## config.mk

```make
export PLATFORM = sky130hd
export DESIGN_NAME = async_receiver
export DESIGN_NICKNAME = d
export VERILOG_FILES = /design/src/rtl/async_receiver.sv
export SDC_FILE = /design/constraint.sdc
export NUM_CORES = 1
export LEC_CHECK = 0
export BUFFER_PORTS_ARGS = -buffer_cell sky130_fd_sc_hd__buf_2
export CORE_MARGIN = 2
export CORE_UTILIZATION = 35
export DETAILED_ROUTE_END_ITERATION = 6
export PLACE_DENSITY = 0.62
export SYNTH_ARGS = -nofsm -noshare
export SYNTH_HDL_FRONTEND = slang
export SYNTH_SLANG_ARGS = --single-unit
```

## constraint.sdc

```tcl
create_clock -name FPGA_CLK1_50 -period 3.74 [get_ports FPGA_CLK1_50]
set_input_delay 0.561 -clock FPGA_CLK1_50 [delete_from_list [all_inputs] [get_ports FPGA_CLK1_50]]
set_output_delay 0.561 -clock FPGA_CLK1_50 [all_outputs]
set_load 0.1 [all_outputs]
```

## src/rtl/async_receiver.sv

```systemverilog
// rtl/async_receiver.sv - RS-232 8N1 receiver with oversampled framing, error and idle detection
module async_receiver #(
    parameter int CLK_FREQ   = 50000000,
    parameter int BAUD       = 115200,
    parameter int OVERSAMPLE = 8,
    parameter int IDLE_BITS  = 10
) (
    input  logic       FPGA_CLK1_50,
    input  logic       reset,
    input  logic       RxD,
    output logic [7:0] RxD_data,
    output logic       RxD_data_ready,
    output logic       framing_error,
    output logic       RxD_idle,
    output logic       RxD_endofpacket
);
    localparam int DIV     = CLK_FREQ / (BAUD * OVERSAMPLE);
    localparam int TW      = (DIV > 1) ? $clog2(DIV) : 1;
    localparam int SW      = $clog2(OVERSAMPLE);
    localparam int GAP_MAX = IDLE_BITS * OVERSAMPLE;
    localparam int GW      = $clog2(GAP_MAX + 1);

    localparam logic [TW-1:0] TICK_LAST = TW'(DIV - 1);
    localparam logic [SW-1:0] SUB_HALF  = SW'(OVERSAMPLE / 2 - 1);
    localparam logic [SW-1:0] SUB_LAST  = SW'(OVERSAMPLE - 1);
    localparam logic [GW-1:0] GAP_FULL  = GW'(GAP_MAX);

    typedef enum logic [1:0] {IDLE, START, DATA, STOP} state_t;

    state_t        state, nextState;
    logic          rxMeta, rxS;
    logic [TW-1:0] tickCnt;
    logic          tick;
    logic [SW-1:0] subCnt;
    logic [2:0]    bitIdx;
    logic [7:0]    shiftReg;
    logic          breakWait;
    logic [GW-1:0] gapCnt;
    logic          byteSeen;
    logic          idlePrev;
    logic          leaveIdle, shiftEn, stopGood, stopBad, eopNow;

    assign tick     = (tickCnt == TICK_LAST);
    assign RxD_idle = (gapCnt == GAP_FULL);
    assign eopNow   = RxD_idle && !idlePrev && byteSeen;

    always_comb begin
        nextState = state;
        leaveIdle = 1'b0;
        shiftEn   = 1'b0;
        stopGood  = 1'b0;
        stopBad   = 1'b0;
        case (state)
            IDLE: begin
                // after a framing error the line must return high before re-arming
                if (!breakWait && !rxS) begin
                    nextState = START;
                    leaveIdle = 1'b1;
                end
            end
            START: begin
                if (tick && subCnt == SUB_HALF)
                    nextState = rxS ? IDLE : DATA;
            end
            DATA: begin
                if (tick && subCnt == SUB_LAST) begin
                    shiftEn = 1'b1;
                    if (bitIdx == 3'd7)
                        nextState = STOP;
                end
            end
            STOP: begin
                if (tick && subCnt == SUB_LAST) begin
                    nextState = IDLE;
                    stopGood  = rxS;
                    stopBad   = !rxS;
                end
            end
            default: nextState = IDLE;
        endcase
    end

    always_ff @(posedge FPGA_CLK1_50) begin
        if (reset) begin
            state           <= IDLE;
            rxMeta          <= 1'b1;
            rxS             <= 1'b1;
            tickCnt         <= '0;
            subCnt          <= '0;
            bitIdx          <= '0;
            shiftReg        <= '0;
            breakWait       <= 1'b0;
            gapCnt          <= '0;
            byteSeen        <= 1'b0;
            idlePrev        <= 1'b0;
            RxD_data        <= '0;
            RxD_data_ready  <= 1'b0;
            framing_error   <= 1'b0;
            RxD_endofpacket <= 1'b0;
        end else begin
            rxMeta <= RxD;
            rxS    <= rxMeta;
            state  <= nextState;

            // re-phase the tick divider to the start edge
            tickCnt <= (leaveIdle || tick) ? '0 : tickCnt + 1'b1;

            if (state == IDLE || (state == START && nextState != START))
                subCnt <= '0;
            else if (tick)
                subCnt <= subCnt + 1'b1;

            if (state == START)
                bitIdx <= '0;
            else if (shiftEn)
                bitIdx <= bitIdx + 1'b1;

            if (shiftEn)
                shiftReg <= {rxS, shiftReg[7:1]};

            RxD_data_ready <= stopGood;
            framing_error  <= stopBad;
            if (stopGood)
                RxD_data <= shiftReg;

            if (stopBad)
                breakWait <= 1'b1;
            else if (state == IDLE && rxS)
                breakWait <= 1'b0;

            if (state == IDLE && rxS) begin
                if (tick && gapCnt != GAP_FULL)
                    gapCnt <= gapCnt + 1'b1;
            end else begin
                gapCnt <= '0;
            end

            idlePrev        <= RxD_idle;
            RxD_endofpacket <= eopNow;
            if (stopGood)
                byteSeen <= 1'b1;
            else if (eopNow)
                byteSeen <= 1'b0;
        end
    end
endmodule

```

======== Word-level counts from Yosys, hierarchy flattened ========
Index checks and enable logic that the tools add are counted.
word-level totals
  flip-flop bits (word level) ............. 45
  input port bits ......................... 3
  output and inout port bits .............. 12
cells by class
  add/sub/neg operators ................... 4
  eq/ne operators ......................... 10
  muxes and demuxes ....................... 19
  bitwise logic cells ..................... 1
  reductions and logical operators ........ 20
operators by type and width
  kind                                                                      number
  1-bit two-way mux                                                         12
  2-bit two-way mux                                                         6
  1-bit logical AND                                                         8
  2-bit one-hot mux with 4 select lines                                     1
  2-bit OR reduction                                                        4
  7-bit by 1-bit adder with 7-bit output (second input constant)            1
  7-bit equality test (second input constant)                               1
  7-bit inequality test (second input constant)                             1
  3-bit by 1-bit adder with 3-bit output (second input constant)            2
  6-bit by 1-bit adder with 6-bit output (second input constant)            1
  3-bit equality test (second input constant)                               2
  6-bit equality test (second input constant)                               1
  2-bit equality test (second input constant)                               2
  2-bit nonzero test                                                        2
  3-bit by 2-bit equality test with 1-bit output (second input constant)    1
  1-bit zero test                                                           3
  2-bit by 1-bit equality test with 1-bit output (second input constant)    1
  2-bit zero test                                                           1
  1-bit logical OR                                                          2
  2-bit by 1-bit inequality test with 1-bit output (second input constant)  1
  1-bit inverter                                                            1

======== Longest topological paths before layout ========
  depth in word-level cells ............... 8
  gate-level depth with buffers ........... 7
  gate-level depth less buffers ........... 6

======== Worst setup path before layout ========
Ideal clock, no wire load.
  path type ............................... register to output
  from .................................... register gapCnt[3]
  to ...................................... output RxD_idle
  arrival ................................. 1.500 ns
  path slack .............................. 1.679 ns
  stages on the path, launching flop included .. 4
  path buffers ............................ 0
  path through ............................ dfxtp_1 > nor4b_1 > nand2_1 > inv_1
on the way
  cells in the longest elaborated chain, start to end .. 1
RTL lines
  item                    line  RTL
  from (decl)             38    logic [GW-1:0] gapCnt;
  from (signal assigned)  133   gapCnt <= gapCnt + 1'b1;
  7-bit equality test     44    assign RxD_idle = (gapCnt == GAP_FULL);
  to (decl)               14    output logic RxD_idle,
Every way passes these cells.

======== Final worst setup path ========
  from .................................... register gapCnt[4]
  to ...................................... output RxD_idle
The elaborated chain is that of the path after synthesis.

==> results list <==
- Maximum buffer depth of the clock tree: 2
- Die boundary height: roughly 77 um
- The finished layout holds around 280 standard cells, fillers aside.
- Fraction of the yosys area taken by sequential cells: about half
* Slew margin rel.: about half
- Of the available clock period, the critical path in the final layout requires between 60 and 70%.
- The endpoint identified for the worst register-to-register timing path is shiftReg[4].
- The clock drives 45 sinks.
- The first global-routing pass estimated 5550 um of wire.
- For this design the ratio of total power to cell area is 381 nW/um2.
- The area growth from synthesis to layout is 11.3%.
- Mean cell area of the mapped netlist: between 9 and 10 um2
* Worst EP required: 3.18 ns
- Remaining antenna violation count after routing: 0
- Area enclosed by the die boundary: between 5000 and 6000 um2
- Of all nets on the critical path, the largest fanout is 4.
- Global router's overall resource usage: approximately 12%
* Post-DP HPWL: 2170 um
- The total overflow left after global routing is 0.
* Post-synthesis cell type count: 36
- Register bit count reported by yosys: between 40 and 50
* Result of the run: finished, final reports clean
- Critical Setup Path Class: reg -> out
- During placement, the flow inserted port buffers numbering 14.
- Arrival @ worst endpoint: approximately 1.8 ns
- Largest area contributor in the netlist: sky130_fd_sc_hd__dfxtp_1
- In the post-synthesis netlist, the biggest area contributors are sky130_fd_sc_hd__dfxtp_1 (48%), sky130_fd_sc_hd__mux2i_1 (12%), sky130_fd_sc_hd__nor2_1 (8.0%).
- The tree is rooted in a sky130_fd_sc_hd__clkbuf_8.
* Overall power consumption: roughly 0.79 mW
- Worst hold path class: reg -> reg
- Die width: between 70 and 80 um
- Area of the mapped netlist: 1870 um2
- Clock tree from TritonCTS: yes
* Reg clk slew, reported paths: 0.08 ns
- At the end of routability-driven placement, the weighted congestion stood at ~0.77.
- Number of instances in the placed design: approximately 270
- The worst setup path is launched from a flop.
- Depth of the CTS H-tree: 2
- Max-cap violations in this run came to 0.
- Final routed wirelength across all metal layers: 3140 um
* Fraction of final layout cells with drive strength greater than 1: between 10% and 20%
- After detailed routing, the number of remaining DRC violations is 0.
- After clock tree synthesis, the flow added hold-fix buffers numbering 0.
- Slew @ Worst Pin: slightly above 0.7 ns
- Total negative slack: 0 ns
* Total Nets Final: between 200 and 250
- Element type at the critical path end: output pin
* Maximum number of pins on one net before global-route repair: 33
- Yosys mapped a number of flops with a built-in enable equal to 0.
- Syn Nets: roughly 200
- 15 I/O pins were placed.
- Row count: 26
- In this run the static leakage power is 0.766 nW.
- Register-to-register path setup slack: between 1.5 and 2 ns
- Worst setup path end: RxD_idle
- The synthesized design devotes to its leading area cell type approximately half of total area.
* Number of global-route vias before repair: approximately 1.2k
- Mapped Cells: around 190
- Crit path time final: roughly 2.3 ns
- The floorplan step defined a core boundary enclosing 5140 um2.
- Setup violations remaining at the end of the flow were counted as 0.
- Final routed wire length divided by cell count: approximately 11 um
- The repair_antennas step left the layout with diodes totalling 0.
- The clock reaches the later pin of the worst-skew pair after a little under 0.3 ns.
- Once the clock tree was built, the resizer swapped 0 gates to a different size.
- For this block, the initial DRC count from the detailed router was between 60 and 70.
* Number of vias per cell: 4.79
- Commonest cells in the netlist: sky130_fd_sc_hd__dfxtp_1 (45), sky130_fd_sc_hd__nor2_1 (40), sky130_fd_sc_hd__mux2i_1 (22), sky130_fd_sc_hd__ha_1 (9)
- In this run the cell area measured after placement is approximately 2000 um2.
- Yosys instantiated no cell more often than sky130_fd_sc_hd__dfxtp_1.
- Worst-case clock skew: just over 0.005 ns
- Max Slew Vio Count: 0
- Setup repair after global routing left no endpoint under its margin.
- In the synthesized netlist the async set-or-reset flop fraction comes to 0%.
- Initial antenna violation count: 0
- Length in cells of the worst reg-to-reg path: 7
* Most instantiated flip-flop cell in the synthesis netlist: sky130_fd_sc_hd__dfxtp_1
* Total number of yosys warnings: 0
* Peak supply drop: 0.149 mV
- Fmax: 426 MHz
- Setup fix buffers added after clock tree synthesis: 0
- Total count of hold-check failures in the final report: 0
- The worst register-to-register path begins at subCnt[0].
- Summing over every cut layer, the via total after detailed routing is around 1.3k.
- The critical path starts at gapCnt[4].
- Final design area excluding fillers: 2080 um2
- The first detailed-routing pass ran for 4 iterations.
- Buffers inserted during clock tree synthesis total 5.
* Starting utilization of the core area: between 30% and 40%
## logic make-up (layout without fill, tap and decap cells)
kind of cell	count (synthesis)	count (layout)	synth area share, %
adder cells (fa/ha/maj)	9	9	6.02
AO/OA/AOI/OAI	15	15	5.42
AND/OR/NAND/NOR	78	78	21.0
XOR/XNOR	10	10	4.69
multiplexers	22	22	11.8
buffers and inverters	13	28	2.88
flip-flops	45	45	48.2
## metal layers
metal	part of all wire (%)	wire length [um]	up-vias	global-route usage, %
met3	2.3	71	7	2.82
met5	0	0	-	0
met1	51	1610	617	14.8
met4	2.0	64	0	5.89
li1	-	-	681	-
met2	44	1390	22	18.2
## where the power goes
part | internal [mW] | total, mW | switching (mW)
clock network | 0.123 | 0.272 | 0.149
logic | 0.00946 | 0.0302 | 0.0207
registers | 0.484 | 0.491 | 0.00676
total | 0.616 | 0.793 | 0.176
## through the flow
stage	utilization (%)	setup WS [ns]	hold slack [ns]
6_report	40.5	1.39	0.418
2_1_floorplan	-	1.68	0.389
4_1_cts	40.5	1.38	0.420
3_5_place_dp	39.0	1.61	0.401
3_3_place_gp	39.0	1.67	0.391
5_1_grt	40.5	1.22	0.435
## sequential cells by signal, indices dropped and copies added, names as in the netlist
signal and cells:
RxD_data 8, RxD_data_ready 1, RxD_endofpacket 1, breakWait 1
rxMeta 1, tickCnt 6, byteSeen 1, gapCnt 7
idlePrev 1, framing_error 1, rxS 1, subCnt 3
shiftReg 8, bitIdx 3, state 2
## layout make-up
| class | instances | area (um2) |
|---|---|---|
| fillers | 533 | 3060 |
| multi-input cells | 134 | 915 |
| flip-flops and latches | 45 | 901 |
| well taps | 70 | 87.6 |
| repair buffers | 15 | 77.6 |
| clock buffers | 5 | 68.8 |
| inverters | 7 | 26.3 |
| clock inverters | 1 | 5.00 |
## how the worst min path moves through the flow
| stage | start | endpoint | slack, ns | depth (start not counted) |
|---|---|---|---|---|
| after global placement | rxMeta | rxS | 0.39 | 1 |
| after global routing | rxMeta | rxS | 0.44 | 1 |
| after detailed placement | rxMeta | rxS | 0.40 | 1 |
| after floorplan | rxMeta | rxS | 0.39 | 1 |
| final | rxMeta | rxS | 0.42 | 1 |
| after CTS | rxMeta | rxS | 0.42 | 1 |
## cell usage in the layout, fill, tap and decap left out, types with 2 or more instances in the layout
cell type	instances
sky130_fd_sc_hd__dfxtp_1	45
sky130_fd_sc_hd__nor2_1	40
sky130_fd_sc_hd__mux2i_1	22
sky130_fd_sc_hd__buf_2	14
sky130_fd_sc_hd__ha_1	9
sky130_fd_sc_hd__nand2_1	8
sky130_fd_sc_hd__xnor2_1	8
sky130_fd_sc_hd__inv_1	7
sky130_fd_sc_hd__clkbuf_8	5
sky130_fd_sc_hd__nor3_1	4
sky130_fd_sc_hd__nand3_1	4
sky130_fd_sc_hd__a21oi_1	4
sky130_fd_sc_hd__nor4_1	4
sky130_fd_sc_hd__o21ai_0	4
sky130_fd_sc_hd__nor4b_1	2
sky130_fd_sc_hd__nand3b_1	2
sky130_fd_sc_hd__nor2b_1	2
sky130_fd_sc_hd__or2_2	2
sky130_fd_sc_hd__xor2_1	2
sky130_fd_sc_hd__nand4_1	2
## worst max-delay path, stage by stage, from the launching register on
cell and delay (ns):
sky130_fd_sc_hd__dfxtp_1 0.41, sky130_fd_sc_hd__nor4b_1 0.42, sky130_fd_sc_hd__nand2_1 0.18, sky130_fd_sc_hd__inv_1 0.08, sky130_fd_sc_hd__buf_2 0.42
No activity file was read; power rests on OpenSTA's default activity.
